<file path="src/rtl/apd_timer_pkg.sv">
// Shared constants and types for the APD time-tagger: register map, CTRL layout,
// default geometry and record field offsets.
package apd_timer_pkg;

  localparam int unsigned N_CH  = 4;
  localparam int unsigned TS_W  = 38;
  localparam int unsigned REC_W = TS_W + 2 * N_CH + 1;

  localparam logic [15:0] REG_CTRL      = 16'h0003;
  localparam logic [15:0] REG_STROBE_EN = 16'h0004;
  localparam logic [15:0] REG_DELTA_EN  = 16'h0005;

  localparam int unsigned CTRL_RUN_BIT   = 0;
  localparam int unsigned CTRL_EVEN_BIT  = 1;
  localparam int unsigned CTRL_CRST_BIT  = 2;

  localparam int unsigned REC_TS_LSB     = 0;
  localparam int unsigned REC_STROBE_LSB = TS_W;
  localparam int unsigned REC_DELTA_LSB  = TS_W + N_CH;
  localparam int unsigned REC_WRAP_BIT   = TS_W + 2 * N_CH;

  // Packed so that field order matches CTRL bit indices (run is bit 0).
  typedef struct packed {
    logic counter_reset;
    logic events_en;
    logic counter_run;
  } ctrl_t;

endpackage

</file>
<file path="src/rtl/apd_input_cond.sv">
// Per-channel detector conditioning: 2-FF synchroniser, previous-value register,
// and registered rise/level-change flags.
module apd_input_cond #(
  parameter int unsigned N_CH = 4
) (
  input  logic            clk,
  input  logic            rst_n,
  input  logic [N_CH-1:0] strobe_i,
  output logic [N_CH-1:0] rise_o,
  output logic [N_CH-1:0] change_o
);

  logic [N_CH-1:0] meta_q, sync_q, prev_q, rise_q, change_q;

  // Rise/change are registered so the event cycle lands two edges after the
  // first sampling edge, giving the three-edge strobe-to-record latency.
  always_ff @(posedge clk or negedge rst_n) begin
    if (!rst_n) begin
      meta_q   <= '0;
      sync_q   <= '0;
      prev_q   <= '0;
      rise_q   <= '0;
      change_q <= '0;
    end else begin
      meta_q   <= strobe_i;
      sync_q   <= meta_q;
      prev_q   <= sync_q;
      rise_q   <= sync_q & ~prev_q;
      change_q <= sync_q ^ prev_q;
    end
  end

  assign rise_o   = rise_q;
  assign change_o = change_q;

endmodule

</file>
<file path="src/rtl/apd_timer_all.sv">
// Four-channel APD photon time-tagger: free-running timestamp counter, register
// bus configuration and one record per event cycle (strobe, delta, wrap).
module apd_timer_all
  import apd_timer_pkg::*;
#(
  parameter int unsigned N_CH  = apd_timer_pkg::N_CH,
  parameter int unsigned TS_W  = apd_timer_pkg::TS_W,
  parameter int unsigned REC_W = TS_W + 2 * N_CH + 1
) (
  input  logic             clk,
  input  logic             reset_n,
  input  logic [N_CH-1:0]  strobe_in,
  input  logic [15:0]      reg_addr,
  input  logic [31:0]      reg_data,
  input  logic             reg_wr,
  output logic             record_rdy,
  output logic [REC_W-1:0] record
);

  ctrl_t             ctrl_q;
  logic [N_CH-1:0]   strobe_en_q, delta_en_q;
  logic [TS_W-1:0]   cnt_q;
  logic              wrap_q;
  logic              rdy_q;
  logic [REC_W-1:0]  rec_q;

  logic [N_CH-1:0]   rise, change;
  logic [N_CH-1:0]   strobe_bits, delta_bits;
  logic              event_d;
  logic [REC_W-1:0]  rec_d;
  logic              unused_data;

  assign unused_data = ^reg_data;

  apd_input_cond #(.N_CH(N_CH)) u_cond (
    .clk      (clk),
    .rst_n    (reset_n),
    .strobe_i (strobe_in),
    .rise_o   (rise),
    .change_o (change)
  );

  always_comb begin
    strobe_bits = rise & strobe_en_q;
    delta_bits  = change & delta_en_q;
    event_d     = ctrl_q.events_en && !ctrl_q.counter_reset &&
                  ((|strobe_bits) || (|delta_bits) || wrap_q);
    rec_d       = {wrap_q, delta_bits, strobe_bits, cnt_q};
  end

  always_ff @(posedge clk or negedge reset_n) begin
    if (!reset_n) begin
      ctrl_q      <= '0;
      strobe_en_q <= '0;
      delta_en_q  <= '0;
      cnt_q       <= '0;
      wrap_q      <= 1'b0;
      rdy_q       <= 1'b0;
      rec_q       <= '0;
    end else begin
      if (reg_wr) begin
        unique case (reg_addr)
          REG_CTRL:      ctrl_q      <= ctrl_t'(reg_data[2:0]);
          REG_STROBE_EN: strobe_en_q <= reg_data[N_CH-1:0];
          REG_DELTA_EN:  delta_en_q  <= reg_data[N_CH-1:0];
          default: ;
        endcase
      end

      // wrap_q marks the single cycle in which the counter reads 0 after rolling over.
      if (ctrl_q.counter_reset) begin
        cnt_q  <= '0;
        wrap_q <= 1'b0;
      end else if (ctrl_q.counter_run) begin
        cnt_q  <= cnt_q + TS_W'(1);
        wrap_q <= &cnt_q;
      end else begin
        wrap_q <= 1'b0;
      end

      rdy_q <= event_d;
      if (event_d) rec_q <= rec_d;
    end
  end

  assign record_rdy = rdy_q;
  assign record     = rec_q;

endmodule

</file>
<file path="config.mk">
export PLATFORM = sky130hd
export DESIGN_NAME = apd_timer_all
export DESIGN_NICKNAME = d
export VERILOG_FILES = /design/src/rtl/apd_timer_pkg.sv /design/src/rtl/apd_input_cond.sv /design/src/rtl/apd_timer_all.sv
export SDC_FILE = /design/constraint.sdc
export NUM_CORES = 1
export LEC_CHECK = 0
export ABC_CLOCK_PERIOD_IN_PS = 2200
export CORE_MARGIN = 2
export CORE_UTILIZATION = 51
export DETAILED_ROUTE_END_ITERATION = 8
export PLACE_DENSITY_LB_ADDON = 0.3
export SLEW_MARGIN = 30
export SYNTH_ARGS = -nofsm -noshare
export SYNTH_HDL_FRONTEND = slang
export SYNTH_SLANG_ARGS = --single-unit
</file>
<file path="constraint.sdc">
create_clock -name clk -period 2.2 [get_ports clk]
set_clock_uncertainty 0.2 [all_clocks]
set_input_delay 0.22 -clock clk [delete_from_list [all_inputs] [get_ports clk]]
set_output_delay 0.22 -clock clk [all_outputs]
set_load 0.005 [all_outputs]
</file>
==> results of run 1 <==
==> per-layer routing <==
| layer | vias up | GRT usage | wire length, µm |
|---|---|---|---|
| met5 | - | 0 | 0 |
| met4 | 0 | 0.07143 | 173 |
| met3 | 20 | 0.05979 | 509 |
| met2 | 109 | 0.3633 | 5569 |
| met1 | 1838 | 0.2678 | 4530 |
| li1 | 1713 | - | - |
==> through the flow <==
stage	power, mW	worst slack, ns	instances
floorplan	2.250	0.1674	416
CTS	4.859	0.02737	667
finish	4.813	0.1262	667
global route	4.974	0.01688	667
global placement	2.358	0.05072	630
detailed placement	2.362	0.01475	630
==> area by class of cell <==
cell class / instances / area, µm² / area share
Clock buffer: 25 / 494.2 / 0.07301
Clock inverter: 4 / 45.04 / 0.006654
Inverter: 21 / 78.83 / 0.01165
Multi-Input combinational cell: 254 / 1928 / 0.2848
Sequential cell: 118 / 2954 / 0.4364
Tap cell: 133 / 166.4 / 0.02458
Timing Repair Buffer: 112 / 1102 / 0.1628
==> Yosys cell counts (2+ instances only) <==
master    instances
xor2_1            8
nand2_1          19
ha_1              5
nor2b_1           5
o21a_1            2
a21oi_1          21
buf_4             5
o21ai_0           5
nor2_1           17
or3_1             5
mux2i_1           9
nand3_1          15
buf_2             8
or4_1            16
inv_1            21
nand4b_1          2
nor3_1            4
and4_1            6
o31ai_1          15
dfrtp_1         118
mux2_2           56
nor4_1            7
and2_1            4
clkbuf_1          8
nand4_1          17
xnor2_1           2
buf_6             2
and3_1            5
==> logic make-up (layout without fill, tap and decap cells) <==
logic type / count (synthesis) / after routing
buf+inv: 44 / 162
simple gates: 127 / 127
fa+ha+maj: 5 / 5
xor+xnor: 10 / 10
mux: 65 / 65
flops: 118 / 118
compound gates: 47 / 47
==> final timing paths <==
check | slack (ns) | end | startpoint | cells after the start
max in group asynchronous | 1.09 | cnt_q[11] | reset_n | 4
setup reg to reg | 0.13 | cnt_q[19] | cnt_q[14] | 5
min in group clk | 0.15 | u_cond.sync_q[0] | u_cond.meta_q[0] | 0
hold / removal | 0.004 | record_rdy | reset_n | 2
setup / recovery | 0.13 | cnt_q[19] | cnt_q[14] | 5
hold reg to reg | 0.15 | u_cond.sync_q[0] | u_cond.meta_q[0] | 0
==> power by group through the flow <==
| stage | Sequential (mW) | Clock (mW) | Combinational (mW) |
|---|---|---|---|
| 3_5_place_dp | 2.24 | 0 | 0.121 |
| 3_3_place_gp | 2.24 | 0 | 0.117 |
| 6_report | 2.20 | 2.48 | 0.124 |
| 5_1_grt | 2.21 | 2.63 | 0.139 |
| 2_1_floorplan | 2.24 | 0 | 0.0109 |
| 4_1_cts | 2.20 | 2.53 | 0.128 |
==> registers in the layout (all words and copies together) (netlist names) <==
register and cells:
cnt_q 38, u_cond.sync_q 4, u_cond.rise_o 4, record 47, ctrl_q 3, record_rdy 1
u_cond.prev_q 4, u_cond.meta_q 4, wrap_q 1, u_cond.change_o 4, delta_en_q 4, strobe_en_q 4
==> repair_timing <==
| item | 4_1_cts | 5_1_grt |
|---|---|---|
| hold endpoints to repair | 87 | 0 |
| setup buffers | 3 | 0 |
| pin swaps | 1 | 1 |
| hold buffers | 5 | 0 |
| endpoints found under the setup margin | 2 | 37 |
| gates resized for setup | 0 | 2 |
| cloned | 0 | 0 |
==> flow_metrics.py, run 1 <==
metrics = {
    "status": {
        "status": "finished clean",
    },
    "clocking": {
        "htree_levels": 4,
        "cts_buffers": 17,
        "cts.path.max_buffers": 2,
        "clock_sinks": 118,
        "root_buffer": "clkbuf_8",
        "cts_tree": "yes",
        "clkLatencyLatePin_ns": 0.51,
        "path_clk_slew_ns": 0.05,
    },
    "sta": {
        "max_clock_freq_mhz": 482.2,
        "final_max_slew_viol_count": 0,
        "fin_crit_sh": 0.9426,
        "finalSetupViolCount": 0,
        "hold_viol": 0,
        "fin_crit_ns": 2.074,
        "whs_ns": 0.003646,
        "rsz0062_at_grt": "no",
        "max_slew_margin": 0.6984,
        "fin_tns_setup_ns": 0,
        "worst_slew_pin_slew_ns": 0.4524,
    },
    "grt": {
        "track_usage": 0.2148,
        "overflow": 0,
        "grt_pass1_vias": 3869,
        "grt_pass1_wl_um": 18440,
        "antenna_found_initial": 0,
        "grt_max_degree": 45,
    },
    "routing": {
        "ant_nets": 0,
        "drt_iter0_drc": 170,
        "routed_wl_um": 10780,
        "drc": 0,
        "wl_per_cell_um": 16.17,
        "viasPerCell": 5.517,
        "dr.pass1.iters": 5,
        "via_count": 3680,
    },
    "synth": {
        "synth-compound-area-share": 0.05895,
        "ys_types": 37,
        "synth_top_family_by_area": "simple AND/OR/NAND/NOR gates",
        "syn-instance-count": 416,
        "synth_area_um2": 5072,
        "synth_top_area_frac": 0.5821,
        "synth_edf_count": 0,
        "synth-simple-area-share": 0.1460,
        "synth_nets": 476,
        "synth_fa_ha_area_frac": 0.01233,
        "yosys.area.top_type": "dfrtp_1",
        "synth_area_leaders": "dfrtp_1, mux2_2, or4_1, o31ai_1, nand4_1",
        "ys_seq_area_frac": 0.5821,
        "synth.area.mux_share": 0.1421,
        "synthXorXnorAreaFrac": 0.01727,
        "ys.warnings.count": 0,
        "synthFlopType": "dfrtp_1",
        "synth.avg_cell_area_um2": 12.19,
        "synth-async-reset-ratio": 1.000,
        "ys_ff_latch": 118,
    },
    "floorplan": {
        "die_h_um": 103.7,
        "start_util": 0.5213,
        "die_area_um2": 10760,
        "coreArea_um2": 9729,
        "die_x_um": 103.7,
        "io_pins": 103,
        "rows": 36,
    },
    "place": {
        "placed_cell_area_um2": 6152,
        "detailed_place_hpwl_um": 7146,
        "portBuffers": 74,
        "gp_congestion": 0.8373,
    },
    "pwr": {
        "clkPwrFrac": 0.516,
        "power.static_leakage_nw": 3.164,
        "p_seq_frac": 0.458,
        "sw_frac_of_total": 0.1938,
        "internal-power_mw": 3.880,
        "p_sw_mw": 0.9329,
        "vdd_drop_max_uv": 448.7,
        "power_frac_comb": 0.026,
        "powerDensity_nw_per_um2": 711.0,
    },
    "finish": {
        "layout_common_cells": "dfrtp_1, clkdlybuf4s50_1, mux2_2",
        "drive_above_1_share": 0.2303,
        "final_common_cell": "dfrtp_1",
        "fillers": 707,
        "final_nets": 584,
        "area_growth_pct": 33.45,
        "diodes": 0,
        "final_util": 0.6957,
        "stdcell_area_um2": 6769,
    },
    "worst_setup_path": {
        "critPathTopFamily": "simple AND/OR/NAND/NOR gates",
        "worstSetupPathType": "reg2reg",
        "crit_path_end_kind": "flop",
        "start_kind": "flop",
        "worst_path_largest_cell_delay_ns": 0.41,
        "crit_chain": "and4_1 -> nand3_1 -> buf_4 -> or4_1 -> a21oi_1",
        "path_buf_inv": 1,
        "required_ns": 2.42,
        "slowest_stage": "dfrtp_1",
        "cp_max_fo": 6,
        "arrival_ns": 2.30,
    },
    "min_path": {
        "hp-class": "in2async",
    },
    "job": {
        "maxCapViolations": 0,
    },
}
Power figures use the tool's default switching activity.
==> inputs of run 2 (changes only) <==
--- a/config.mk
+++ b/config.mk
@@ -10,7 +10,7 @@
 export CORE_UTILIZATION = 51
 export DETAILED_ROUTE_END_ITERATION = 8
 export PLACE_DENSITY_LB_ADDON = 0.3
-export SLEW_MARGIN = 30
+export SLEW_MARGIN = 20
 export SYNTH_ARGS = -nofsm -noshare
 export SYNTH_HDL_FRONTEND = slang
 export SYNTH_SLANG_ARGS = --single-unit
==> results of run 2 <==
No change in the layout: final DEF, timing and power equal those of run 1.
==> inputs of run 3 (changes only) <==
--- a/config.mk
+++ b/config.mk
@@ -7,7 +7,7 @@
 export LEC_CHECK = 0
 export ABC_CLOCK_PERIOD_IN_PS = 2200
 export CORE_MARGIN = 2
-export CORE_UTILIZATION = 51
+export CORE_UTILIZATION = 50
 export DETAILED_ROUTE_END_ITERATION = 8
 export PLACE_DENSITY_LB_ADDON = 0.3
 export SLEW_MARGIN = 20
==> run 3 against run 2 <==
Clock-buffer cell count is 4 lower. Largest cell class unchanged. Sequential power hardly changed. Maximum frequency is 2.0% lower. Clock power hardly changed. Via count is 1.1% higher. Total power is 0.17% lower. Cell area is 0.50% lower.
==> flow_metrics.py, run 3 (synthesis results as in run 1) <==
metrics = {
    "sta": {
        "fin_crit_ns": 2.116,
        "rsz0062_at_grt": "yes",
        "fin_crit_sh": 0.9618,
        "max_clock_freq_mhz": 472.6,
        "max_slew_margin": 0.4891,
        "worst_slack_ns": 0.08407,
        "worst_slew_pin_slew_ns": 0.7639,
        "whs_ns": 0.04182,
        "finalSetupViolCount": 0,
        "hold_viol": 0,
        "final_max_slew_viol_count": 0,
    },
    "worst_setup_path": {
        "slowest_stage": "dfrtp_1",
        "crit_chain": "a22oi_2 -> nand4_1 -> o311ai_4 -> buf_12 -> mux2_2",
        "ff2ff_path_depth": 5,
        "required_ns": 2.40,
        "reg2reg_slack_ns": 0.08,
        "crit_path_end_kind": "flop",
        "start_kind": "flop",
        "r2r-end": "record[20]",
        "r2r-start": "u_cond.rise_o[0]",
        "arrival_ns": 2.31,
        "cp_max_fo": 38,
        "worst_path_largest_cell_delay_ns": 0.39,
        "worstSetupPathType": "reg2reg",
    },
    "routing": {
        "ant_nets": 0,
        "viasPerCell": 5.577,
        "dr.pass1.iters": 4,
        "routed_wl_um": 10730,
        "via_count": 3720,
        "wl_per_cell_um": 16.08,
        "drt_iter0_drc": 186,
        "drc": 0,
    },
    "clocking": {
        "post-cts-setup-buffers": 0,
        "htree_levels": 4,
        "clock_sinks": 118,
        "cts_buffers": 17,
        "path_clk_slew_ns": 0.05,
        "clkLatencyLatePin_ns": 0.53,
        "root_buffer": "clkbuf_8",
        "cts.path.max_buffers": 2,
        "cts_tree": "yes",
    },
    "grt": {
        "grt_pass1_wl_um": 18490,
        "track_usage": 0.2142,
        "grt_pass1_vias": 3800,
        "antenna_found_initial": 0,
        "overflow": 0,
        "grt_max_degree": 45,
    },
    "floorplan": {
        "die_h_um": 104.7,
        "coreArea_um2": 9819,
        "io_pins": 103,
        "die_area_um2": 10970,
        "rows": 36,
        "start_util": 0.5166,
        "die_x_um": 104.7,
    },
    "pwr": {
        "powerDensity_nw_per_um2": 713.4,
        "power.total_mw": 4.805,
        "clkPwrFrac": 0.515,
        "vdd_drop_max_uv": 566.0,
        "power_frac_comb": 0.026,
        "power.static_leakage_nw": 3.142,
        "p_sw_mw": 0.9863,
        "sw_frac_of_total": 0.2053,
        "internal-power_mw": 3.818,
        "p_seq_frac": 0.459,
    },
    "finish": {
        "diodes": 0,
        "largest_reg_flops": 47,
        "layout_common_cells": "dfrtp_1, clkdlybuf4s50_1, mux2_2",
        "area_growth_pct": 32.78,
        "drive_above_1_share": 0.2378,
        "final_nets": 582,
        "final_common_cell": "dfrtp_1",
    },
    "place": {
        "post-place-ws_ns": 0.01083,
        "gp_congestion": 0.8672,
        "detailed_place_hpwl_um": 7133,
        "portBuffers": 74,
    },
    "min_path": {
        "hp-class": "in2async",
    },
    "status": {
        "status": "finished clean",
    },
    "job": {
        "maxCapViolations": 0,
    },
}
run 3: changes by cell type in the layout (fill, tap and decap cells not counted), sizes merged:
| cell | change |
|---|---|
| buf | -4 |
| dlygate4sd3 | +2 |
| clkinvlp | +2 |
| clkinv | +4 |
| clkbuf | -4 |
run 3: stage by stage:
stage | TNS (ns) | utilization | cells | cell area, µm²
6_report | 0 | 0.6859 | 667 | 6735
5_1_grt | -0.02483 | 0.6859 | 667 | 6735
4_1_cts | 0 | 0.6840 | 667 | 6716
3_5_place_dp | 0 | 0.6219 | 629 | 6107
3_3_place_gp | 0 | 0.6219 | 629 | 6107
2_1_floorplan | 0 | - | 416 | 5072
run 3: how the worst max path moves through the flow:
stage,from,endpoint,cells after the start,slack [ns]
finish,u_cond.rise_o[0],record[20],5,0.08
global route,cnt_q[3],cnt_q[37],4,-0.01
CTS,strobe_en_q[0],record[20],5,0.04
detailed placement,reg_addr[11],strobe_en_q[2],5,0.01
global placement,reg_addr[9],strobe_en_q[2],5,0.04
floorplan,u_cond.rise_o[0],record[27],6,0.17
run 3: final cells by class:
type / instances / area, µm²
Fill cell: 750 / 3084
Sequential cell: 118 / 2954
Multi-Input combinational cell: 254 / 1946
Timing Repair Buffer: 110 / 1051
Clock buffer: 21 / 459.2
Tap cell: 133 / 166.4
Clock inverter: 10 / 80.08
Inverter: 21 / 78.83
run 3: power groups by stage:
stage	clock network (mW)	registers (mW)	logic [mW]
floorplan	0	2.24	0.0109
global placement	0	2.24	0.112
detailed placement	0	2.24	0.117
CTS	2.52	2.20	0.129
global route	2.62	2.21	0.142
finish	2.48	2.20	0.124
run 3: metal layers:
metal	vias up	track usage	part of all wire
met4	0	0.08190	0.011
met1	1869	0.2649	0.42
met5	-	0	0
met2	110	0.3525	0.51
met3	13	0.06675	0.052
li1	1728	-	-
run 3: critical path: cells and delay by family, from the launching register on:
kind / cells / cell delay (ns)
mux: 1 / 0.37
buf+inv: 1 / 0.27
simple gates: 1 / 0.17
compound gates: 2 / 0.58
flops: 1 / 0.39
run 3: what timing repair did:
action / in CTS / in global routing
resized for setup: 0 / 6
endpoints found under the hold margin: 122 / 0
endpoints found under the setup margin: 0 / 30
hold buffers: 7 / 0
